File: config.mk
export PLATFORM = sky130hd
export DESIGN_NAME = elastic_reg_pipe_flat
export DESIGN_NICKNAME = d
export VERILOG_FILES = /design/src/rtl/erp_pkg.sv /design/src/rtl/elastic_reg_pipe_if.sv /design/src/rtl/erp_stage.sv /design/src/rtl/elastic_reg_pipe.sv /design/src/flat_wrapper.sv
export SDC_FILE = /design/constraint.sdc
export NUM_CORES = 1
export LEC_CHECK = 0
export BUFFER_PORTS_ARGS = -buffer_cell sky130_fd_sc_hd__buf_4
export CORE_ASPECT_RATIO = 0.8
export CORE_UTILIZATION = 55
export CTS_CLUSTER_DIAMETER = 200
export CTS_CLUSTER_SIZE = 28
export DETAILED_ROUTE_END_ITERATION = 12
export PLACE_DENSITY = 0.79
export REMOVE_ABC_BUFFERS = 1
export SETUP_SLACK_MARGIN = 0.2
export SLEW_MARGIN = 20
export SYNTH_ARGS = -nofsm -noshare
export SYNTH_HDL_FRONTEND = slang
export SYNTH_SLANG_ARGS = --single-unit
File: constraint.sdc
create_clock -name clk -period 2.21 [get_ports clk]
set_input_delay 0.1105 -clock clk [delete_from_list [all_inputs] [get_ports clk]]
set_output_delay 0.1105 -clock clk [all_outputs]
set_load 0.01 [all_outputs]
File: src/rtl/erp_pkg.sv
// Shared helpers for the elastic register pipeline: occupancy counter width
// and parameter legality.
package erp_pkg;

    function automatic int cnt_w(input int depth);
        return $clog2(depth + 32'sd1);
    endfunction

    function automatic bit cfg_legal(input int depth, input int width);
        return (depth >= 32'sd1) && (width >= 32'sd1);
    endfunction

endpackage

File: src/rtl/elastic_reg_pipe_if.sv
// Valid/ready stream channel; master drives valid/data, slave drives ready.
interface elastic_reg_pipe_if #(
    parameter int WIDTH = 8
) ();
    logic             valid;
    logic [WIDTH-1:0] data;
    logic             ready;

    modport master (output valid, output data, input ready);
    modport slave  (input valid, input data, output ready);
endinterface

File: src/rtl/erp_stage.sv
// One pipeline stage: data/valid registers, local accept/advance decode and
// the load mux.
module erp_stage
    import erp_pkg::*;
#(
    parameter int               WIDTH = 8,
    parameter logic [WIDTH-1:0] INIT  = {WIDTH{1'b0}}
) (
    input  logic             clk,
    input  logic             rst,
    input  logic             flush,
    input  logic             up_valid,
    input  logic [WIDTH-1:0] up_data,
    input  logic             down_acc,
    output logic             vld,
    output logic [WIDTH-1:0] data,
    output logic             adv
);

    logic             vld_r;
    logic [WIDTH-1:0] data_r;
    logic             acc_s;
    logic             load_s;

    // Advance/accept decode; for k>0 the upstream advance already implies acc_s.
    always_comb begin
        adv    = vld_r & down_acc;
        acc_s  = ~vld_r | adv;
        load_s = up_valid & acc_s;
    end

    // Stage registers: flush beats load, load beats drain; data only moves on load.
    always_ff @(posedge clk or posedge rst) begin
        if (rst) begin
            vld_r  <= 1'b0;
            data_r <= INIT;
        end else if (flush) begin
            vld_r  <= 1'b0;
            data_r <= INIT;
        end else if (load_s) begin
            vld_r  <= 1'b1;
            data_r <= up_data;
        end else if (adv) begin
            vld_r  <= 1'b0;
        end
    end

    assign vld  = vld_r;
    assign data = data_r;

endmodule

File: src/rtl/elastic_reg_pipe.sv
// DEPTH-stage elastic register pipeline with bubble collapse, synchronous
// flush and a registered occupancy count.
module elastic_reg_pipe
    import erp_pkg::*;
#(
    parameter int               WIDTH = 8,
    parameter int               DEPTH = 3,
    parameter logic [WIDTH-1:0] INIT  = {WIDTH{1'b0}}
) (
    input  logic                    clk,
    input  logic                    rst,
    input  logic                    flush,
    elastic_reg_pipe_if.slave       up,
    elastic_reg_pipe_if.master      down,
    output logic [cnt_w(DEPTH)-1:0] occupancy
);

    localparam int CW = cnt_w(DEPTH);

    if (!cfg_legal(DEPTH, WIDTH)) begin : g_bad_cfg
        $error("elastic_reg_pipe: DEPTH and WIDTH must both be >= 1");
    end

    logic [DEPTH-1:0]            vld_s;
    logic [DEPTH-1:0][WIDTH-1:0] data_s;
    logic [DEPTH-1:0]            adv_s;
    logic [DEPTH:0]              acc_s;
    logic                        in_ready_s;
    logic                        push_s;
    logic                        pop_s;

    // acc[k] unrolled: stage k can take an item unless it and every stage
    // after it are full while the sink stalls. Built only from registered
    // valids, so the ready path has no combinational chain through acc_s.
    assign acc_s[DEPTH] = down.ready;

    for (genvar k = 0; k < DEPTH; k++) begin : g_stage
        logic             up_valid_s;
        logic [WIDTH-1:0] up_data_s;

        assign acc_s[k] = down.ready | ~(&vld_s[DEPTH-1:k]);

        if (k == 0) begin : g_head
            assign up_valid_s = up.valid;
            assign up_data_s  = up.data;
        end else begin : g_body
            assign up_valid_s = adv_s[k-1];
            assign up_data_s  = data_s[k-1];
        end

        erp_stage #(
            .WIDTH (WIDTH),
            .INIT  (INIT)
        ) u_stage (
            .clk      (clk),
            .rst      (rst),
            .flush    (flush),
            .up_valid (up_valid_s),
            .up_data  (up_data_s),
            .down_acc (acc_s[k+1]),
            .vld      (vld_s[k]),
            .data     (data_s[k]),
            .adv      (adv_s[k])
        );
    end

    assign in_ready_s = acc_s[0] & ~flush;
    assign push_s     = up.valid & in_ready_s;
    assign pop_s      = adv_s[DEPTH-1];

    assign up.ready   = in_ready_s;
    assign down.valid = vld_s[DEPTH-1];
    assign down.data  = data_s[DEPTH-1];

    // Occupancy tracks the valid bits: +1 per accept, -1 per pop, 0 on flush.
    always_ff @(posedge clk or posedge rst) begin
        if (rst) begin
            occupancy <= {CW{1'b0}};
        end else if (flush) begin
            occupancy <= {CW{1'b0}};
        end else begin
            occupancy <= occupancy + CW'(push_s) - CW'(pop_s);
        end
    end

endmodule

File: src/flat_wrapper.sv
// flat-port wrapper written by rule: the top's interface ports become plain ports
module elastic_reg_pipe_flat import erp_pkg::*;
#(
    parameter int               WIDTH = 8,
    parameter int               DEPTH = 3,
    parameter logic [WIDTH-1:0] INIT  = {WIDTH{1'b0}}
)
  (clk, rst, flush, occupancy, up_valid, up_data, up_ready, down_valid, down_data, down_ready);
  elastic_reg_pipe_if #(.WIDTH(WIDTH)) up_i ();
  elastic_reg_pipe_if #(.WIDTH(WIDTH)) down_i ();
  input  logic clk;
  input  logic rst;
  input  logic flush;
  output logic [cnt_w(DEPTH)-1:0] occupancy;
  input wire logic [$bits(up_i.valid)-1:0] up_valid;
  input wire logic [$bits(up_i.data)-1:0] up_data;
  output wire logic [$bits(up_i.ready)-1:0] up_ready;
  output wire logic [$bits(down_i.valid)-1:0] down_valid;
  output wire logic [$bits(down_i.data)-1:0] down_data;
  input wire logic [$bits(down_i.ready)-1:0] down_ready;
  assign up_i.valid = up_valid;
  assign up_i.data = up_data;
  assign up_ready = up_i.ready;
  assign down_valid = down_i.valid;
  assign down_data = down_i.data;
  assign down_i.ready = down_ready;
  elastic_reg_pipe #(.WIDTH(WIDTH), .DEPTH(DEPTH), .INIT(INIT)) u_core (.clk(clk), .rst(rst), .flush(flush), .up(up_i), .down(down_i), .occupancy(occupancy));
endmodule
==> summary.txt, run 1 <==
Logic synthesis
  • Adder-cell share of the synthesized area: ~2.0%
  • Post-synth top cells: 29 x dfrtp_1, 16 x a22o_1, 11 x a21oi_1
  • Synth Area in Simple Gates: 12.17%
  • Synth top area share: 59.30%
  • XOR/XNOR share of the synthesized area: 1.431%
  • Main synth FF type: dfrtp_1
  • Synth Area in Compound Gates: between 20% and 30%
  • EDFF count, synth: 0
  • Asr flop ratio synth: 100.0%
  • Synth Cell Area: about 0.0012 mm^2
  • Mux contribution to synthesized area: 0%
  • Syn_area_per_cell: 12.36 um^2
  • Distinct cells, synth: 24
  • Cell count after synthesis: 99
  • Synthesized flop and latch total: 29
  • Count leader, synth: dfrtp_1
  • Yosys top cell by area: dfrtp_1
  • Largest family of logic cells by synthesized area: compound AO/OA/AOI/OAI gates
  • Register area share after synthesis: 59.30%
  • Synth area leaders: dfrtp_1 59%, a22o_1 11%, a21oi_1 4.5%, nand3_1 3.3%, o21ai_0 3.3%
  • Ys Warns: 0

Pwr
  • Worst vdd ir: 0.0005162 V
  • Static Leak: 0.0007492 uW
  • PwrDens: roughly 700 mW/mm^2

STA
  • Tmin final: 1.645 ns
  • F_max: 0.6078 GHz
  • Clock Skews: 0.005022 ns
  • Worst slew pin tran: 0.3912 ns
  • RSZ-0062 raised after global routing: no
  • Max Slew Vio Count: 0
  • Setup TNS: 0 ns
  • Final Hold Violating Endpoints: 0
  • Count of final setup violators: 0
  • Tcrit/Tclk final: approximately 74%
  • Slew margin rel.: 73.84%
  • Final hold slack: 0.01274 ns

Worst setup path
  • Internal reg-to-reg setup slack: between 0.5 and 0.6 ns
  • Worst setup EP type: register
  • Critical Path AT: 1.84 ns
  • Critical path class: reg2reg
  • R2R Path End: u_core.occupancy[0]$_DFF_PP0_
  • CP max FO: 12
  • Critical Path RT: 2.41 ns
  • Crit path cell chain: and4b_4 > nor3_4 > ha_1 > nor2b_1
  • CP Launch Type: register
  • Worst r2r path cells: 4
  • Critical path's largest stage delay: 0.53 ns
  • Critical R2R Launch: u_core.g_stage[1].u_stage.vld$_DFFE_PP0P_
  • Crit-path slowest cell: dfrtp_1

Cells and area
  • Final core occ: between 70% and 80%
  • Multi-input logic area: 451.7 um^2
  • Layout cells sized above 1: just over 30%
  • Fillers: around 140
  • Area Overhead vs Synth: 22.39%
  • Post-route cell area: 0.001498 mm^2
  • Final #Nets: 143
  • Diodes inserted: 0
  • Sequential cell area: roughly 730 um^2

Hold path
  • Worst Hold Path EP: u_core.g_stage[0].u_stage.data[3]$_DFFE_PP0P_
  • Min-delay worst type: in2reg
  • Critical hold path startpoint: up_data[3]
  • Hold path depth: 2

Detailed routing
  • Initial DRC Count: 17
  • Vias: 876
  • Residual DRC: 0
  • Pre-antenna DRT Iters: 4
  • Total wire length: ~2.2 mm
  • Via density: roughly 5.7
  • Routed len/inst: 14.42 um
  • Antenna Violating Nets Remaining: 0

GRT
  • Met2 Usage GRT: 30.84%
  • Gr ovfl total: 0
  • Largest net degree at the start of global routing: 30
  • Vias in the first global route: around 820
  • Initial antenna violation count: 0
  • GR peak layer: met1
  • Total GRT Usage: 22.97%
  • Met1 Resource Use GR: 34.41%
  • GR Util met3: 7.216%
  • First-pass GRT wire length: roughly 3.8 mm

Job
  • Maxcap violations: 0

Run status
  • Run status: complete, no violations

Clocking
  • Root buffer cell: clkbuf_4
  • CTS max path bufs: 2
  • Total CTS buffers: 5
  • # clock sinks: 29
  • Clock-pin slew on the worst setup and hold paths: around 0.090 ns
  • CTS resizes: 0
  • Post-CTS setup buffer count: 0
  • H-Tree Depth: 2
  • Clk_lat worst skew: between 0.3 and 0.4 ns
  • TritonCTS clock tree: yes

Placement
  • Area after DPL: 0.001418 mm^2
  • RD Place Congestion: 0.7811
  • Port Buffers: 24
  • Hpwl dp: 1.577 mm

Floorplan
  • Starting Density: 61.82%
  • Chip Height: ~44 um
  • Num rows: 14
  • Die width: 54.74 um
  • Num ports: 25
  • Core area: 0.001979 mm^2
  • Die ar.: 0.002419 mm^2
==> flip-flops by register name, summed over array words and instances (netlist names) <==
register and flops:
u_core.g_stage.u_stage.data 24, u_core.g_stage.u_stage.vld 3, u_core.occupancy 2
==> repair_timing <==
action                                 4_1_cts  5_1_grt
setup endpoints to repair                    0        0
endpoints found under the hold margin       29        0
hold buffers                                 1        0
==> critical path: cells and delay by family, from the launching register on <==
family / cells / cell delay [ns]
DFF: 1 / 0.53
adders and majority gates: 1 / 0.30
and+or+nand+nor: 3 / 0.71
==> kinds of logic (layout without fill, tap and decap cells) <==
| group | after synthesis | in the layout |
|---|---|---|
| flops | 29 | 29 |
| simple gates | 19 | 19 |
| compound gates | 37 | 37 |
| fa+ha+maj | 2 | 2 |
| buf+inv | 10 | 40 |
| xor+xnor | 2 | 2 |
==> layout by cell type, fill, tap and decap left out <==
cell type and n:
dfrtp_1 29, buf_4 25, a22o_1 16, a21oi_1 11
nand3_1 8, o21ai_0 8, inv_1 6, clkbuf_4 5
nor2_1 2, ha_1 2, clkbuf_8 2, nand2b_1 1
and2b_1 1, nand4b_2 1, nand3b_2 1, nor3b_4 1
a21oi_2 1, and4b_4 1, nor3_4 1, a21oi_4 1
nor2b_1 1, xor2_1 1, xnor2_1 1, and2_1 1
clkinv_2 1, dlygate4sd3_1 1
==> worst max-delay path by stage <==
stage | from | slack, ns | to
after floorplan | u_core.g_stage[1].u_stage.vld$_DFFE_PP0P_ | 0.76 | u_core.occupancy[0]$_DFF_PP0_
after global placement | u_core.g_stage[1].u_stage.vld$_DFFE_PP0P_ | 0.65 | u_core.occupancy[0]$_DFF_PP0_
after detailed placement | u_core.g_stage[1].u_stage.vld$_DFFE_PP0P_ | 0.59 | u_core.occupancy[0]$_DFF_PP0_
after CTS | u_core.g_stage[1].u_stage.vld$_DFFE_PP0P_ | 0.58 | u_core.occupancy[0]$_DFF_PP0_
after global routing | u_core.g_stage[1].u_stage.vld$_DFFE_PP0P_ | 0.44 | u_core.occupancy[1]$_DFF_PP0_
final | u_core.g_stage[1].u_stage.vld$_DFFE_PP0P_ | 0.56 | u_core.occupancy[0]$_DFF_PP0_
==> final cells by class <==
type / instances / area share [%]
multi-input cells: 60 / 30.16
flip-flops and latches: 29 / 48.45
clock buffers: 7 / 4.344
inverters: 6 / 1.504
repair buffers: 26 / 13.20
clock inverters: 1 / 0.3342
well taps: 24 / 2.005
==> per-layer routing <==
layer	share of wire, %	routed length (um)	up-vias
li1	-	-	423
met1	50	1101	424
met2	44	979	27
met3	5.2	115	2
met4	0.50	11	0
met5	0	0	-
==> through the flow <==
stage / setup WS [ns] / cells / power, uW
after floorplan: 0.7554 / 95 / 621.9
after global placement: 0.6459 / 144 / 665.9
after detailed placement: 0.5859 / 144 / 669.7
after CTS: 0.5757 / 153 / 1028
after global routing: 0.4407 / 153 / 1064
final: 0.5646 / 153 / 1020
==> report_power, final <==
| part | internal [uW] | total [uW] | switching (uW) |
|---|---|---|---|
| Combinational | 46.4 | 95.5 | 49.1 |
| Sequential | 548 | 564 | 15.6 |
| Clock | 184 | 360 | 176 |
Note: power is estimated with default switching activity, not from simulation.
==> inputs of run 2 (changes only) <==
--- a/config.mk
+++ b/config.mk
@@ -7,11 +7,11 @@
 export LEC_CHECK = 0
 export BUFFER_PORTS_ARGS = -buffer_cell sky130_fd_sc_hd__buf_4
 export CORE_ASPECT_RATIO = 0.8
-export CORE_UTILIZATION = 55
+export CORE_UTILIZATION = 47
 export CTS_CLUSTER_DIAMETER = 200
 export CTS_CLUSTER_SIZE = 28
 export DETAILED_ROUTE_END_ITERATION = 12
-export PLACE_DENSITY = 0.79
+export PLACE_DENSITY = 0.72
 export REMOVE_ABC_BUFFERS = 1
 export SETUP_SLACK_MARGIN = 0.2
 export SLEW_MARGIN = 20
==> constraint.sdc (replaced) <==
create_clock -name clk -period 1.4 [get_ports clk]
set_input_delay 0.07 -clock clk [delete_from_list [all_inputs] [get_ports clk]]
set_output_delay 0.07 -clock clk [all_outputs]
set_load 0.01 [all_outputs]
==> run 2 against run 1 <==
Fmax is 21% higher; clock power rose by 41%; first-iteration DRC count increased by 88%; clock skew grew 0.0020 ns; flip-flop and latch count unchanged; critical path depth grew 1; sequential share of layout area is 4.9 points lower; largest power group unchanged.
==> summary.txt, run 2 (synthesized netlist as in run 1, its figures left out) <==
Floorplan
  • Die width: 59.05 um
  • Num ports: 25
  • Starting Density: 49.70%
  • Num rows: 16
  • Core area: 0.002462 mm^2
  • Chip Height: 47.64 um
  • Die ar.: 0.002813 mm^2

STA
  • Final Hold Violating Endpoints: 0
  • Worst slew pin tran: 0.3780 ns
  • Slew margin rel.: between 70% and 80%
  • Final hold slack: 0.08460 ns
  • Count of final setup violators: 0
  • Tmin final: 1.355 ns
  • Tcrit/Tclk final: 96.82%
  • RSZ-0062 raised after global routing: yes
  • F_max: 0.7378 GHz
  • Clock Skews: 0.007011 ns
  • Max Slew Vio Count: 0
  • Setup TNS: 0 ns

GRT
  • Met2 Usage GRT: about a third
  • Initial antenna violation count: 0
  • GR peak layer: met2
  • Total GRT Usage: 21.31%
  • First-pass GRT wire length: 4.077 mm
  • Gr ovfl total: 0
  • Vias in the first global route: ~900
  • GR Util met3: 6.216%
  • Largest net degree at the start of global routing: 30
  • Met1 Resource Use GR: 28.20%

Cells and area
  • Fillers: 182
  • Post-route cell area: about 0.0017 mm^2
  • Commonest non-fill, non-tap cell in the layout: buf_4
  • Multi-input logic area: ~470 um^2
  • Sequential cell area: 725.7 um^2
  • Area Overhead vs Synth: 36.30%
  • Diodes inserted: 0
  • Most frequent cells in the layout: 32 x buf_4, 29 x dfrtp_1, 16 x a22o_1
  • Final #Nets: 160
  • Layout cells sized above 1: between 30% and 40%
  • Max FFs per register: 24
  • Non-Filler Instances: 181

Placement
  • Hpwl dp: 1.646 mm
  • Placed cell count: 160
  • RD Place Congestion: 0.7510
  • Port Buffers: 24
  • Area after DPL: 0.001463 mm^2

Clocking
  • # clock sinks: 29
  • Clk_lat worst skew: 0.32 ns
  • Root buffer cell: clkbuf_4
  • H-Tree Depth: 2
  • Total CTS buffers: 5
  • Clock-pin slew on the worst setup and hold paths: 0.09 ns
  • CTS max path bufs: 2
  • TritonCTS clock tree: yes

Detailed routing
  • Pre-antenna DRT Iters: 4
  • Residual DRC: 0
  • Via density: 5.116
  • Antenna Violating Nets Remaining: 0
  • Vias: 926
  • Total wire length: 2.481 mm
  • Routed len/inst: 13.71 um
  • Initial DRC Count: 32

Worst setup path
  • Worst setup EP type: register
  • Crit-path slowest cell: dfrtp_1
  • Critical path class: reg2reg
  • Bufs and invs on worst path: 1
  • Critical path's largest stage delay: ~0.4 ns
  • Critical Path AT: 1.57 ns
  • CP Launch Type: register
  • Cell mode on critical path: ha_1
  • CP max FO: 4
  • CP top delay family: adder cells
  • Crit path cell chain: and2_1 > ha_1 > inv_1 > ha_1 > nor2b_1
  • Critical Path RT: around 1.6 ns

Pwr
  • Static Leak: 0.0008156 uW
  • Worst vdd ir: 0.0006430 V
  • PwrDens: 953.7 mW/mm^2

Hold path
  • Min-delay worst type: in2reg

Run status
  • Run status: complete, no violations

Job
  • Maxcap violations: 0
## run 2: final cells by class
class                           count  area share [%]
Timing Repair inverter              1          0.4501
Timing Repair Buffer               42           20.48
Multi-Input combinational cell     60           27.98
Tap cell                           36           2.701
Inverter                            6           1.575
Sequential cell                    29           43.51
Clock buffer                        7           3.301
## run 2: path summary, 6_finish.rpt
| kind | to | slack, ns | startpoint | cells after the start |
|---|---|---|---|---|
| max in group asynchronous | u_core.g_stage[1].u_stage.data[1]$_DFFE_PP0P_ | 0.76 | rst | 4 |
| worst min register to register | u_core.g_stage[0].u_stage.data[2]$_DFFE_PP0P_ | 0.51 | u_core.g_stage[0].u_stage.data[2]$_DFFE_PP0P_ | 1 |
| worst max register to register | u_core.occupancy[0]$_DFF_PP0_ | 0.04 | u_core.g_stage[2].u_stage.vld$_DFFE_PP0P_ | 5 |
| worst min-delay path | u_core.g_stage[2].u_stage.data[0]$_DFFE_PP0P_ | 0.08 | flush | 2 |
| min in group asynchronous | u_core.g_stage[2].u_stage.data[5]$_DFFE_PP0P_ | 0.37 | rst | 4 |
| worst max-delay path | u_core.occupancy[0]$_DFF_PP0_ | 0.04 | u_core.g_stage[2].u_stage.vld$_DFFE_PP0P_ | 5 |
## run 2: worst reg2reg max path, cell delays in order (launching register included)
cell and delay, ns:
dfrtp_1 0.41, and2_1 0.15, ha_1 0.26, inv_1 0.04, ha_1 0.27, nor2b_1 0.12
## run 2: where the power goes
| group | internal (uW) | switching (uW) |
|---|---|---|
| sequential | 866 | 19.6 |
| combinational | 102 | 95.1 |
| clock | 237 | 271 |
| total | 1200 | 386 |
## run 2: routing by layer
| layer | up-vias | share of wire [%] |
|---|---|---|
| li1 | 455 | - |
| met1 | 432 | 48 |
| met2 | 33 | 45 |
| met3 | 6 | 5.9 |
| met4 | 0 | 1.7 |
| met5 | - | 0 |
## run 2: repair_timing
action | CTS | global route
resized for setup | 1 | 14
setup buffers | 4 | 0
hold buffers | 9 | 0
endpoints found under the setup margin | 19 | 27
endpoints found under the hold margin | 37 | 0
gates cloned | 0 | 1
pin swaps | 2 | 8
## run 2: stage by stage
step	utilization, %	total power, uW	setup WS, ns
after floorplan	-	981.6	-0.05460
after CTS	66.67	1598	0.03145
final	67.73	1591	0.04453
after global routing	67.73	1651	-0.02904
after detailed placement	59.40	1066	0.03947
after global placement	59.40	1060	0.07379
==> inputs of run 3 (changes only) <==
--- a/config.mk
+++ b/config.mk
@@ -11,7 +11,7 @@
 export CTS_CLUSTER_DIAMETER = 200
 export CTS_CLUSTER_SIZE = 28
 export DETAILED_ROUTE_END_ITERATION = 12
-export PLACE_DENSITY = 0.72
+export PLACE_DENSITY_LB_ADDON = 0.3
 export REMOVE_ABC_BUFFERS = 1
 export SETUP_SLACK_MARGIN = 0.2
 export SLEW_MARGIN = 20
==> run 3 against run 2 <==
The run now ends with negative setup slack left; clock power down 2%; non-clock buffer count up 2; routed wire length up 2.0%; final area up 2.3%; clock skew up 0.00059 ns; worst hold slack better by 0.0098 ns; register-to-register slack worse by 0.06 ns; fmax down 4.4%; critical path depth unchanged; total power down 0.27%; worst setup slack worse by 0.062 ns; largest cell class unchanged; largest power group unchanged; highest routed layer unchanged.
==> summary.txt, run 3 (synthesized netlist as in run 1, its figures left out) <==
Run status
  • Run status: finished, violations left
  • Failing checks: negative setup slack

Detailed routing
  • Pre-antenna DRT Iters: 4
  • Vias: 928
  • Total wire length: 2.530 mm
  • Antenna Violating Nets Remaining: 0
  • Via density: 5.071
  • Routed len/inst: 13.83 um
  • Initial DRC Count: 18
  • Residual DRC: 0

Worst setup path
  • Internal reg-to-reg setup slack: -0.02 ns
  • Critical path's largest stage delay: 0.41 ns
  • CP Launch Type: register
  • CP max FO: 4
  • Worst setup path start: u_core.g_stage[2].u_stage.vld$_DFFE_PP0P_
  • Crit path cell chain: buf_4 > and4b_4 > nor3_4 > ha_1 > nor2b_1
  • Critical path class: reg2reg
  • Worst setup EP type: register
  • Worst r2r path cells: 5
  • Bufs and invs on worst path: 1
  • R2R Path End: u_core.occupancy[0]$_DFF_PP0_
  • Critical R2R Launch: u_core.g_stage[2].u_stage.vld$_DFFE_PP0P_
  • Critical Path AT: 1.62 ns
  • Critical Path RT: 1.61 ns
  • CP top delay family: simple AND/OR/NAND/NOR gates
  • Crit-path slowest cell: dfrtp_1

STA
  • Count of final setup violators: 2
  • F_max: between 0.7 and 0.8 GHz
  • Tmin final: 1.418 ns
  • Final Hold Violating Endpoints: 0
  • Final worst slack: -0.01774 ns
  • Tcrit/Tclk final: 101.3%
  • RSZ-0062 raised after global routing: yes
  • Slew margin rel.: 76.06%
  • Clock Skews: 0.007601 ns
  • Setup TNS: -0.01836 ns
  • Max Slew Vio Count: 0
  • Worst slew pin tran: around 0.36 ns

Hold path
  • Hold path depth: 2
  • Critical hold path startpoint: flush
  • Worst Hold Path EP: u_core.g_stage[2].u_stage.data[4]$_DFFE_PP0P_
  • Min-delay worst type: in2reg

GRT
  • Initial antenna violation count: 0
  • First-pass GRT wire length: between 3 and 4 mm
  • Vias in the first global route: 801
  • Gr ovfl total: 0
  • Total GRT Usage: about a fifth
  • Largest net degree at the start of global routing: 30

Clocking
  • Clk_lat worst skew: 0.31 ns
  • Total CTS buffers: 5
  • H-Tree Depth: 2
  • CTS max path bufs: 2
  • Root buffer cell: clkbuf_4
  • Clock-pin slew on the worst setup and hold paths: 0.09 ns
  • TritonCTS clock tree: yes
  • # clock sinks: 29

Pwr
  • PwrDens: 929.5 mW/mm^2
  • Sw Share: 23.79%
  • Worst vdd ir: between 0.0005 and 0.0006 V
  • Clock Power Share: between 30% and 40%
  • Sw Pwr: 377.3 uW
  • Sequential Power Share: 55.8%
  • Logic pwr share: about 13%
  • Static Leak: 0.0008267 uW
  • P_int: 1209 uW

Floorplan
  • Core area: 0.002462 mm^2
  • Die width: 59.05 um
  • Num ports: 25
  • Die ar.: 0.002813 mm^2
  • Starting Density: around half
  • Num rows: 16
  • Chip Height: 47.64 um

Cells and area
  • Commonest non-fill, non-tap cell in the layout: buf_4
  • Area Overhead vs Synth: 39.47%
  • Max FFs per register: 24
  • Sequential cell area: 725.7 um^2
  • Most frequent cells in the layout: 33 x buf_4, 29 x dfrtp_1, 16 x a22o_1
  • Diodes inserted: 0
  • Fillers: 200
  • Multi-input logic area: 486.7 um^2
  • Layout cells sized above 1: 40.82%
  • Final #Nets: 162

Placement
  • RD Place Congestion: between 0.7 and 0.8
  • Hpwl dp: 1.681 mm
  • Post-Place Setup Slack: 0.01342 ns
  • Port Buffers: 24

Job
  • Maxcap violations: 0
-- run 3: cell types whose count changed in the layout (fill, tap and decap cells not counted), sizes merged --
cell	before	now
buf	33	35
-- run 3: power groups by stage --
stage | sequential, uW | combinational [uW] | clock [uW]
after global routing | 889 | 225 | 547
after global placement | 902 | 157 | 0
after detailed placement | 904 | 163 | 0
final | 886 | 204 | 496
after CTS | 886 | 194 | 518
after floorplan | 904 | 78.0 | 0
-- run 3: layout make-up --
class                           instances  area share (%)
Inverter                                6           1.540
Clock buffer                            7           3.226
Sequential cell                        29           42.52
Timing Repair Buffer                   44           21.11
Timing Repair inverter                  1          0.4399
Tap cell                               36           2.639
Multi-Input combinational cell         60           28.52
-- run 3: worst max-delay path by stage --
stage	depth (start not counted)	end
5_1_grt	6	u_core.occupancy[1]$_DFF_PP0_
4_1_cts	5	u_core.occupancy[0]$_DFF_PP0_
6_report	5	u_core.occupancy[0]$_DFF_PP0_
3_5_place_dp	6	u_core.occupancy[1]$_DFF_PP0_
3_3_place_gp	5	u_core.occupancy[0]$_DFF_PP0_
2_1_floorplan	4	u_core.occupancy[0]$_DFF_PP0_
-- run 3: per-layer routing --
layer  track usage, %  vias to the layer above  share of wire [%]  wire length [um]
met5                0                        -                  0                 0
met4            11.43                        0                1.9                47
met3            5.676                        6                5.1               130
met2            29.09                       28                 45              1148
met1            27.12                      434                 48              1204
li1                 -                      460                  -                 -
-- run 3: worst register-to-register path, delay by kind of cell (launching register included) --
family	cells	cell delay [ns]
adder cells (fa/ha/maj)	1	0.26
buffers and inverters	1	0.15
flip-flops	1	0.41
AND/OR/NAND/NOR	3	0.49
-- run 3: what timing repair did --
| action | 4_1_cts | 5_1_grt |
|---|---|---|
| setup buffers | 4 | 2 |
| hold buffers | 9 | 0 |
| pin swaps | 9 | 3 |
| setup endpoints to repair | 20 | 27 |
| gates resized for setup | 2 | 21 |
| hold endpoints to repair | 37 | 0 |
| cloned | 0 | 1 |
-- run 3: through the flow --
step,cells,hold slack (ns),total power [uW],area [um^2],util [%]
CTS,180,0.06970,1597,1642,66.67
detailed placement,160,0.1672,1067,1463,59.40
floorplan,95,0.1331,981.6,1200,-
global placement,160,0.1626,1060,1463,59.40
global route,183,0.09896,1661,1707,69.31
finish,183,0.09436,1586,1707,69.31
